$ cat src/rtl/razor_pkg.sv
// Shared state codes and bit-vector helpers for the razor recovery controller.
package razor_pkg;

  localparam int RAZOR_NUM_STAGES = 5;
  localparam int RAZOR_MAX_W      = 32;

  typedef logic [2:0] state_t;

  localparam state_t ST_IDLE    = 3'd0;
  localparam state_t ST_RESTORE = 3'd1;
  localparam state_t ST_CLEAR   = 3'd2;
  localparam state_t ST_DRAIN   = 3'd3;
  localparam state_t ST_FAULT   = 3'd4;

  // Index of the lowest set bit; zero when the vector is empty.
  function automatic logic [4:0] lowest_set(input logic [RAZOR_MAX_W-1:0] v);
    logic [4:0] idx;
    idx = '0;
    for (int i = RAZOR_MAX_W - 1; i >= 0; i--) begin
      if (v[i]) idx = 5'(i);
    end
    return idx;
  endfunction

  // Bits strictly above idx; the top stage index produces an empty mask.
  function automatic logic [RAZOR_MAX_W-1:0] flush_mask(input logic [4:0] idx);
    return ~((RAZOR_MAX_W'(2) << idx) - RAZOR_MAX_W'(1));
  endfunction

endpackage

$ cat src/rtl/razor_sat_counter.sv
// Up-counter that sticks at all-ones instead of wrapping.
module razor_sat_counter #(
  parameter int W = 8
) (
  input  logic         clk,
  input  logic         reset,
  input  logic         inc,
  output logic [W-1:0] count
);

  logic [W-1:0] count_reg;

  always_ff @(posedge clk) begin
    if (reset) begin
      count_reg <= '0;
    end else if (inc && (count_reg != '1)) begin
      count_reg <= count_reg + 1'b1;
    end
  end

  assign count = count_reg;

endmodule

$ cat src/rtl/razor_recovery_ctrl.sv
// Razor error-recovery sequencer: stall, shadow restore, clear, drain, retry/fault.
// Optional per-stage error histogram enabled by RAZOR_STAGE_HIST_EN.
module razor_recovery_ctrl
  import razor_pkg::*;
#(
  parameter int NUM_STAGES   = RAZOR_NUM_STAGES,
  parameter int STALL_CYCLES = 1,
  parameter int MAX_RETRY    = 3,
  parameter int CNT_W        = 16,
  localparam int IDX_W = (NUM_STAGES > 1) ? $clog2(NUM_STAGES) : 1
) (
  input  logic                  clk,
  input  logic                  reset,
  input  logic [NUM_STAGES-1:0] err_in,
  output logic                  stall,
  output logic [NUM_STAGES-1:0] restore_sel,
  output logic [NUM_STAGES-1:0] flush,
  output logic                  razor_clr,
  output logic                  busy,
  output logic                  fault,
  output logic [IDX_W-1:0]      err_stage,
  output logic [CNT_W-1:0]      err_count
`ifdef RAZOR_STAGE_HIST_EN
  ,
  output logic [NUM_STAGES*8-1:0] stage_hist
`endif
);

  localparam int DW_W = (STALL_CYCLES > 1) ? $clog2(STALL_CYCLES) : 1;
  localparam int RT_W = $clog2(MAX_RETRY + 1);
  localparam logic [DW_W-1:0] DWELL_INIT  = DW_W'(STALL_CYCLES - 1);
  localparam logic [RT_W-1:0] RETRY_LIMIT = RT_W'(MAX_RETRY);

  state_t                  state_reg, state_next;
  logic [NUM_STAGES-1:0]   cap_reg, cap_next;
  logic [IDX_W-1:0]        err_stage_reg, err_stage_next;
  logic [DW_W-1:0]         dwell_reg, dwell_next;
  logic [RT_W-1:0]         retry_reg, retry_next;
  logic                    stall_reg, busy_reg, clr_reg, fault_reg;
  logic [NUM_STAGES-1:0]   restore_sel_reg, flush_reg;
  logic [NUM_STAGES-1:0]   flush_next;
  logic [IDX_W-1:0]        low_idx;
  logic                    entry_inc;

  assign low_idx    = IDX_W'(lowest_set(RAZOR_MAX_W'(err_in)));
  assign flush_next = NUM_STAGES'(flush_mask(5'(err_stage_next)));
  assign entry_inc  = (state_reg == ST_IDLE) && (state_next == ST_RESTORE);

  always_comb begin
    state_next     = state_reg;
    cap_next       = cap_reg;
    err_stage_next = err_stage_reg;
    dwell_next     = dwell_reg;
    retry_next     = retry_reg;
    case (state_reg)
      ST_IDLE: begin
        if (|err_in) begin
          state_next     = ST_RESTORE;
          cap_next       = err_in;
          err_stage_next = low_idx;
          retry_next     = '0;
          dwell_next     = DWELL_INIT;
        end
      end
      ST_RESTORE: begin
        // Late-arriving errors join the restore set; an earlier stage moves the flush point.
        cap_next = cap_reg | err_in;
        if ((|err_in) && (low_idx < err_stage_reg)) err_stage_next = low_idx;
        if (dwell_reg == '0) state_next = ST_CLEAR;
        else                 dwell_next = dwell_reg - 1'b1;
      end
      ST_CLEAR: begin
        state_next = ST_DRAIN;
      end
      ST_DRAIN: begin
        if (|err_in) begin
          retry_next = retry_reg + 1'b1;
          cap_next   = err_in;
          if (retry_next == RETRY_LIMIT) begin
            state_next = ST_FAULT;
          end else begin
            state_next = ST_RESTORE;
            dwell_next = DWELL_INIT;
          end
        end else begin
          state_next = ST_IDLE;
        end
      end
      ST_FAULT: begin
        state_next = ST_FAULT;
      end
      default: begin
        state_next = ST_IDLE;
      end
    endcase
  end

  // Outputs are registered from the state being entered so they align with it.
  always_ff @(posedge clk) begin
    if (reset) begin
      state_reg       <= ST_IDLE;
      cap_reg         <= '0;
      err_stage_reg   <= '0;
      dwell_reg       <= '0;
      retry_reg       <= '0;
      stall_reg       <= 1'b0;
      busy_reg        <= 1'b0;
      clr_reg         <= 1'b0;
      fault_reg       <= 1'b0;
      restore_sel_reg <= '0;
      flush_reg       <= '0;
    end else begin
      state_reg       <= state_next;
      cap_reg         <= cap_next;
      err_stage_reg   <= err_stage_next;
      dwell_reg       <= dwell_next;
      retry_reg       <= retry_next;
      stall_reg       <= (state_next != ST_IDLE);
      busy_reg        <= (state_next != ST_IDLE);
      clr_reg         <= (state_next == ST_CLEAR);
      fault_reg       <= fault_reg | (state_next == ST_FAULT);
      restore_sel_reg <= (state_next == ST_RESTORE) ? cap_next : '0;
      flush_reg       <= (state_next == ST_CLEAR) ? flush_next : '0;
    end
  end

  razor_sat_counter #(.W(CNT_W)) u_err_count (
    .clk   (clk),
    .reset (reset),
    .inc   (entry_inc),
    .count (err_count)
  );

`ifdef RAZOR_STAGE_HIST_EN
  logic hist_inc;

  assign hist_inc = (state_next == ST_RESTORE) &&
                    ((state_reg == ST_IDLE) || (state_reg == ST_DRAIN));

  generate
    for (genvar gi = 0; gi < NUM_STAGES; gi++) begin : g_hist
      razor_sat_counter #(.W(8)) u_hist (
        .clk   (clk),
        .reset (reset),
        .inc   (hist_inc & cap_next[gi]),
        .count (stage_hist[gi*8 +: 8])
      );
    end
  endgenerate
`endif

  assign stall       = stall_reg;
  assign busy        = busy_reg;
  assign fault       = fault_reg;
  assign restore_sel = restore_sel_reg;
  assign flush       = flush_reg;
  assign err_stage   = err_stage_reg;
  // Banks are held cleared for as long as reset is asserted.
  assign razor_clr   = clr_reg | reset;

endmodule

$ cat config.mk
export PLATFORM = sky130hd
export DESIGN_NAME = razor_recovery_ctrl
export DESIGN_NICKNAME = d
export VERILOG_FILES = /design/src/rtl/razor_pkg.sv /design/src/rtl/razor_sat_counter.sv /design/src/rtl/razor_recovery_ctrl.sv
export SDC_FILE = /design/constraint.sdc
export NUM_CORES = 1
export LEC_CHECK = 0
export BUFFER_PORTS_ARGS = -buffer_cell sky130_fd_sc_hd__buf_4
export CAP_MARGIN = 20
export CORE_AREA = 2 2 65 67
export DETAILED_ROUTE_END_ITERATION = 16
export DIE_AREA = 0 0 67 69
export PLACE_DENSITY_LB_ADDON = 0.15
export SYNTH_ARGS = -nofsm -noshare
export SYNTH_HDL_FRONTEND = slang
export SYNTH_SLANG_ARGS = --single-unit
$ cat constraint.sdc
create_clock -name clk -period 4.4 [get_ports clk]
set_input_delay 0.22 -clock clk [delete_from_list [all_inputs] [get_ports clk]]
set_output_delay 0.22 -clock clk [all_outputs]
set_load 0.02 [all_outputs]
==> reports/qor.yml, run 1 <==
drtAntennaViolNets: 0
multi_input_area_um2: 1020
status: "complete, no violations"
peakVddDrop_v: 0.000205
antenna_found_initial: 0
p_per_area_nw_per_um2: 389
grt_max_degree: 34
drive_above_1_share_pct: 22.5
io_buffers: 38
ys_seq_area_share_pct: 42.9
rows: 23
post_cts_resized: 0
initial_core_util_pct: 48.9
numCtsBuffers: 5
maxSlewHeadroom_pct: 66.7
cap_violations: 0
avgSynthCellArea_um2: 8.66
grt_overflow: 0
p_leak_nw: 0.959
hpwlAfterDp_mm: 2.79
synth-warning-count: 0
cts_tree: "built"
synth_cells: 221
synth-edff-count: 0
cts-root-buf: "clkbuf_8"
postSynth.asyncResetShare_pct: 0
worst_pin_slew_ns: 0.499
cts.clk_slew.worst_paths_ns: 0.08
grt_pass1_vias: 1422
clk_latency_ns: 0.30
drtPass1Iterations: 4
critPathMaxStageDelay_ns: 0.58
drv_slew: 0
area_delta_synth_final_pct: 20.8
synthDistinctLibCells: 46
num-fill-cells: 377
hold_buffers: 0
seq_area_um2: 821
hold_class: "in -> reg"
tns_ns: 0
crit_chain: "buf_4, or4_4, nor2_1, ha_1, a2111oi_2, a21oi_1, o32ai_1, nand2_1, ha_1, nor3_1, nor3_2"
core_area_um2: 3910
diodes: 0
ys.flop_type: "dfxtp_1"
fmax_mhz: 374
syn_area_um2: 1910
crit_type: "in -> reg"
yosysTopAreaCellShare_pct: 42.9
required_ns: 4.59
cts_setup_buffers: 0
finalWirelength_mm: 3.84
clockBufferDepth: 2
start_kind: "input port"
hold_viol: 0
wl_per_cell_um: 12.5
die_area_um2: 4620
final-setup-viol-count: 0
crit_path_end_kind: "register"
crit_top_cell: "ha_1"
die_h_um: 69
ios: 40
routabilityCongestion: 0.927
die_w_um: 67
largest_register_ffs: 16
htreeDepth: 2
grt.total_usage_pct: 18.0
yosysTopAreaCell: "dfxtp_1"
worst_ep_arrival_time_ns: 2.86
rsz0062_at_grt: "no"
fin_worst_skew_ns: 0.00700
drt_iter0_markers: 76
crit_slowest_cell: "or4_4"
num_vias: 1644
period_share_pct: 60.8
fin_nets: 270
hold_ws_ns: 0.252
yosys-top-cells-count: "dfxtp_1, nor2_1, nand2_1"
synth_seq_cells: 41
period_minus_slack_ns: 2.68
ys_top_cells_by_area: "dfxtp_1, nor2_1, xor2_1, ha_1, nand2_1"
syn_nets: 233
r2r_slack_ns: 1.93
cts_sinks: 41
grt_pass1_wl_mm: 6.49
drcViolationCount: 0
worstPathMaxFanout: 7
post_drt_via_cell_ratio: 5.34
[layout make-up]
cell class / instances / share of cell area [%]
Inverter: 10 / 1.62
Sequential cell: 41 / 35.5
Clock buffer: 6 / 3.57
Clock inverter: 1 / 0.325
Multi-Input combinational cell: 162 / 43.9
Timing Repair Buffer: 38 / 12.3
Tap cell: 50 / 2.71
[final timing paths]
check,startpoint,end,cells past startpoint
setup / recovery,err_in[0],flush[3],11
hold / removal,err_in[2],cap_reg[2],3
setup reg to reg,err_stage[2],flush[3],9
hold reg to reg,fault,fault,2
[logic make-up after synthesis]
kind of cell               share of synthesized area (%)
muxes                                               2.09
xor gates and xnor gates                            6.86
DFF                                                 42.9
other                                              0.196
AOI/OAI and AO/OA                                   14.9
adders and majority gates                           3.27
buffers and inverters                               4.05
and+or+nand+nor                                     25.8
[through the flow]
| stage | instances | total power, mW | cell area, um2 | worst slack (ns) | util, % |
|---|---|---|---|---|---|
| after floorplan | 221 | 0.590 | 1910 | 1.77 | - |
| after global placement | 301 | 0.654 | 2220 | 1.51 | 56.8 |
| after detailed placement | 301 | 0.655 | 2220 | 1.44 | 56.8 |
| after CTS | 308 | 0.908 | 2310 | 1.74 | 59.1 |
| after global routing | 308 | 0.954 | 2310 | 1.56 | 59.1 |
| final | 308 | 0.899 | 2310 | 1.72 | 59.1 |
[where the power goes]
part | internal, mW | leakage (nW) | switching, mW
logic | 0.0921 | 0.580 | 0.129
registers | 0.401 | 0.335 | 0.0256
clock network | 0.124 | 0.0433 | 0.127
total | 0.617 | 0.959 | 0.282
[worst max-delay path, delay by kind of cell]
kind	cells	cell delay [ns]
fa+ha+maj	2	0.45
compound gates	3	0.97
buf+inv	1	0.14
simple gates	5	1.07
[routing by layer]
| layer | wire, um | GRT usage (%) | up-vias |
|---|---|---|---|
| li1 | - | - | 838 |
| met4 | 58 | 6.12 | 0 |
| met5 | 0 | 0 | - |
| met3 | 247 | 6.04 | 6 |
| met1 | 1940 | 26.3 | 755 |
| met2 | 1590 | 24.5 | 45 |
[cell usage in the layout (no fill, tap or decap), drive strengths merged, types with 2 or more instances in the layout]
| cell | count |
|---|---|
| a21o | 3 |
| and2 | 3 |
| buf | 38 |
| xnor2 | 5 |
| ha | 5 |
| nand3 | 7 |
| a211oi | 2 |
| dfxtp | 41 |
| nor2b | 2 |
| nor3 | 9 |
| and3 | 2 |
| o21ai | 8 |
| mux2i | 4 |
| a21oi | 11 |
| or4 | 3 |
| a22oi | 5 |
| nand2 | 15 |
| or2 | 3 |
| inv | 10 |
| nor4 | 3 |
| nor2 | 41 |
| clkbuf | 6 |
| xor2 | 10 |
| nand4 | 5 |
| o21a | 3 |
| or3 | 3 |
No activity file was read; power rests on OpenSTA's default activity.
==> inputs of run 2 (changes only) <==
--- a/config.mk
+++ b/config.mk
@@ -5,11 +5,12 @@
 export SDC_FILE = /design/constraint.sdc
 export NUM_CORES = 1
 export LEC_CHECK = 0
+export ABC_AREA = 1
 export BUFFER_PORTS_ARGS = -buffer_cell sky130_fd_sc_hd__buf_4
 export CAP_MARGIN = 20
-export CORE_AREA = 2 2 65 67
+export CORE_AREA = 2 2 68 70
 export DETAILED_ROUTE_END_ITERATION = 16
-export DIE_AREA = 0 0 67 69
+export DIE_AREA = 0 0 70 72
 export PLACE_DENSITY_LB_ADDON = 0.15
 export SYNTH_ARGS = -nofsm -noshare
 export SYNTH_HDL_FRONTEND = slang
==> constraint.sdc (replaced) <==
create_clock -name clk -period 2.27 [get_ports clk]
set_input_delay 0.1135 -clock clk [delete_from_list [all_inputs] [get_ports clk]]
set_output_delay 0.1135 -clock clk [all_outputs]
set_load 0.02 [all_outputs]
==> run 2 against run 1 <==
  * Synthesized cell count rose by 23%
  * Total power rose by 110%
  * Count of clock-buffer cells in the layout unchanged
  * Worst hold slack worse by 0.12 ns
  * Sequential share of layout area fell by 2.0 points
  * Critical path depth grew 2
  * Die area up 9.0%
  * Worst setup slack worse by 1.5 ns
  * Wire length is 6.0% higher
  * Synthesized area increased by 5.4%
==> reports/qor.yml, run 2 <==
syn_area_um2: 2020  # +5.4%
area_delta_synth_final_pct: 21.4
hold_buffers: 0  # unchanged
tns_ns: 0  # unchanged
hpwlAfterDp_mm: 3.08  # +10%
initial_core_util_pct: 47.3  # -1.6 points
post_cts_resized: 0  # unchanged
period_share_pct: 88.0
routabilityCongestion: 0.877  # -5.4%
grt_pass1_wl_mm: 7.22  # +11%
numCtsBuffers: 5  # unchanged
post-route-util_pct: 57.4  # -1.7 points
start_kind: "register"
core_area_um2: 4260  # +9.0%
cts_setup_buffers: 0  # unchanged
crit_type: "reg -> reg"
largest_register_ffs: 16  # unchanged
rsz0062_at_grt: "no"
worst_ep_arrival_time_ns: 2.19  # -0.67 ns
num-fill-cells: 404  # +7.2%
crit_path_end_kind: "register"
wl_per_cell_um: 11.2  # -10%
crit_top_cell: "nand2_1"
cts_tree: "built"
crit_buf_inv: 3  # +2
drtAntennaViolNets: 0  # unchanged
hold_class: "in -> reg"
rows: 24  # +4.3%
cap_violations: 0  # unchanged
htreeDepth: 2  # unchanged
yosysMostFrequentCell: "inv_1"
cts-root-buf: "clkbuf_8"
hold_viol: 0  # unchanged
synth-edff-count: 0  # unchanged
drtPass1Iterations: 4  # unchanged
critPathMaxStageDelay_ns: 0.37  # -0.21 ns
yosysTopAreaCell: "dfxtp_1"
synth_seq_cells: 41  # unchanged
grt_pass1_vias: 1735  # +22%
die_area_um2: 5040  # +9.0%
synth_cells: 272  # +23%
final-setup-viol-count: 0  # unchanged
drive_above_1_share_pct: 27.2  # +4.8 points
ios: 40  # unchanged
crit_family: "adder cells"
crit_chain: "inv_1, ha_1, a21oi_1, nand2_1, inv_2, nand3_1, nand2_1, nand3_2, nor2_1, nand2_1, ha_1, inv_1, nor2_1"
die_w_um: 70  # +4.5%
final_common_cell: "inv_1"
drt_iter0_markers: 81  # +6.6%
finalWirelength_mm: 4.07  # +6.0%
peakVddDrop_v: 0.000560  # +170%
yosysTopAreaCellShare_pct: 40.7  # -2.2 points
yosys-top-cells-count: "inv_1, dfxtp_1, nand2_1"
post_drt_via_cell_ratio: 4.80  # -10%
p_leak_nw: 1.12  # +16%
drv_slew: 0  # unchanged
cts_sinks: 41  # unchanged
synth-warning-count: 0  # unchanged
cts.clk_slew.worst_paths_ns: 0.08  # about the same
avgSynthCellArea_um2: 7.42  # -14%
clk_latency_ns: 0.29  # about the same
num_vias: 1749  # +6.4%
die_h_um: 72  # +4.3%
syn_nets: 284  # +22%
synthDistinctLibCells: 36  # -22%
postSynth.asyncResetShare_pct: 0  # unchanged
required_ns: 2.46  # -2.13 ns
grt_max_degree: 22  # -35%
final_cell_mix: "inv_1, dfxtp_1, buf_4, nand2_1, nor2_1"
p_per_area_nw_per_um2: 762  # +96%
clockBufferDepth: 2  # unchanged
grt_overflow: 0  # unchanged
antenna_found_initial: 0  # unchanged
grt.total_usage_pct: 17.4  # -0.63 points
fin_nets: 323  # +20%
ys_top_cells_by_area: "dfxtp_1, inv_1, nand2_1, nor2_1, a21oi_1"
ys_seq_area_share_pct: 40.7  # -2.2 points
worstPathMaxFanout: 5  # -2
io_buffers: 38  # unchanged
diodes: 0  # unchanged
ys.flop_type: "dfxtp_1"
fin_worst_skew_ns: 0.00386  # -0.00314 ns
crit_slowest_cell: "dfxtp_1"
fmax_mhz: 501
period_minus_slack_ns: 2.00
drcViolationCount: 0  # unchanged
status: "complete, no violations"
-- run 2: cell types whose count changed after synthesis, sizes merged, moves of 4 or more --
cell	delta
nand2	+30
nand3	+9
a21oi	+4
nor3	+6
xnor2	-5
inv	+41
o21ai	+4
mux2i	-4
xor2	-10
-- run 2: metrics by stage --
| stage | cells | setup slack, ns | hold WS [ns] | area (um2) | power, mW |
|---|---|---|---|---|---|
| after floorplan | 272 | 0.296 | 0.208 | 2020 | 1.15 |
| after global placement | 356 | 0.179 | 0.405 | 2330 | 1.28 |
| after detailed placement | 356 | 0.107 | 0.425 | 2330 | 1.28 |
| after CTS | 364 | 0.272 | 0.123 | 2450 | 1.89 |
| after global routing | 364 | 0.0623 | 0.135 | 2450 | 1.97 |
| final | 364 | 0.273 | 0.136 | 2450 | 1.87 |
-- run 2: metal layers --
metal | share of wire, % | global-route usage (%) | wire, um | vias up
met5 | 0 | 0 | 0 | -
met1 | 46 | 21.1 | 1850 | 777
li1 | - | - | - | 935
met4 | 0.86 | 5.56 | 35 | 0
met2 | 50 | 30.9 | 2030 | 33
met3 | 3.8 | 3.75 | 155 | 4
-- run 2: logic make-up after synthesis --
group                    Yosys count  share of synthesized area [%]
adder cells (fa/ha/maj)            5                           3.10
AO/OA/AOI/OAI                     39                           11.0
AND/OR/NAND/NOR                  128                           33.1
other                              1                          0.186
flip-flops                        41                           40.7
buffers and inverters             58                           12.0
-- run 2: report_power, final --
part / total, mW / internal [mW] / switching [mW]
clock network: 0.611 / 0.358 / 0.253
logic: 0.449 / 0.154 / 0.294
registers: 0.807 / 0.778 / 0.0291
-- run 2: area by class of cell --
class / count / area, um2 / area share, %
Clock buffer: 6 / 82.6 / 3.37
Tap cell: 52 / 65.1 / 2.66
Clock inverter: 2 / 37.5 / 1.53
Multi-Input combinational cell: 173 / 955 / 39.0
Timing Repair Buffer: 38 / 285 / 11.7
Inverter: 52 / 203 / 8.28
Sequential cell: 41 / 821 / 33.5
-- run 2: tightest hold or removal path: cells and delay by family --
kind	cells	cell delay (ns)
compound gates	1	0.09
buf+inv	1	0.09
simple gates	1	0.09
-- run 2: worst paths after layout --
kind	from	to	slack [ns]	cells after the start
worst max register to register	err_stage[2]	flush[2]	0.27	13
worst min register to register	retry_reg[1]	retry_reg[1]	0.47	2
worst min-delay path	err_in[4]	cap_reg[4]	0.14	3
worst max-delay path	err_stage[2]	flush[2]	0.27	13
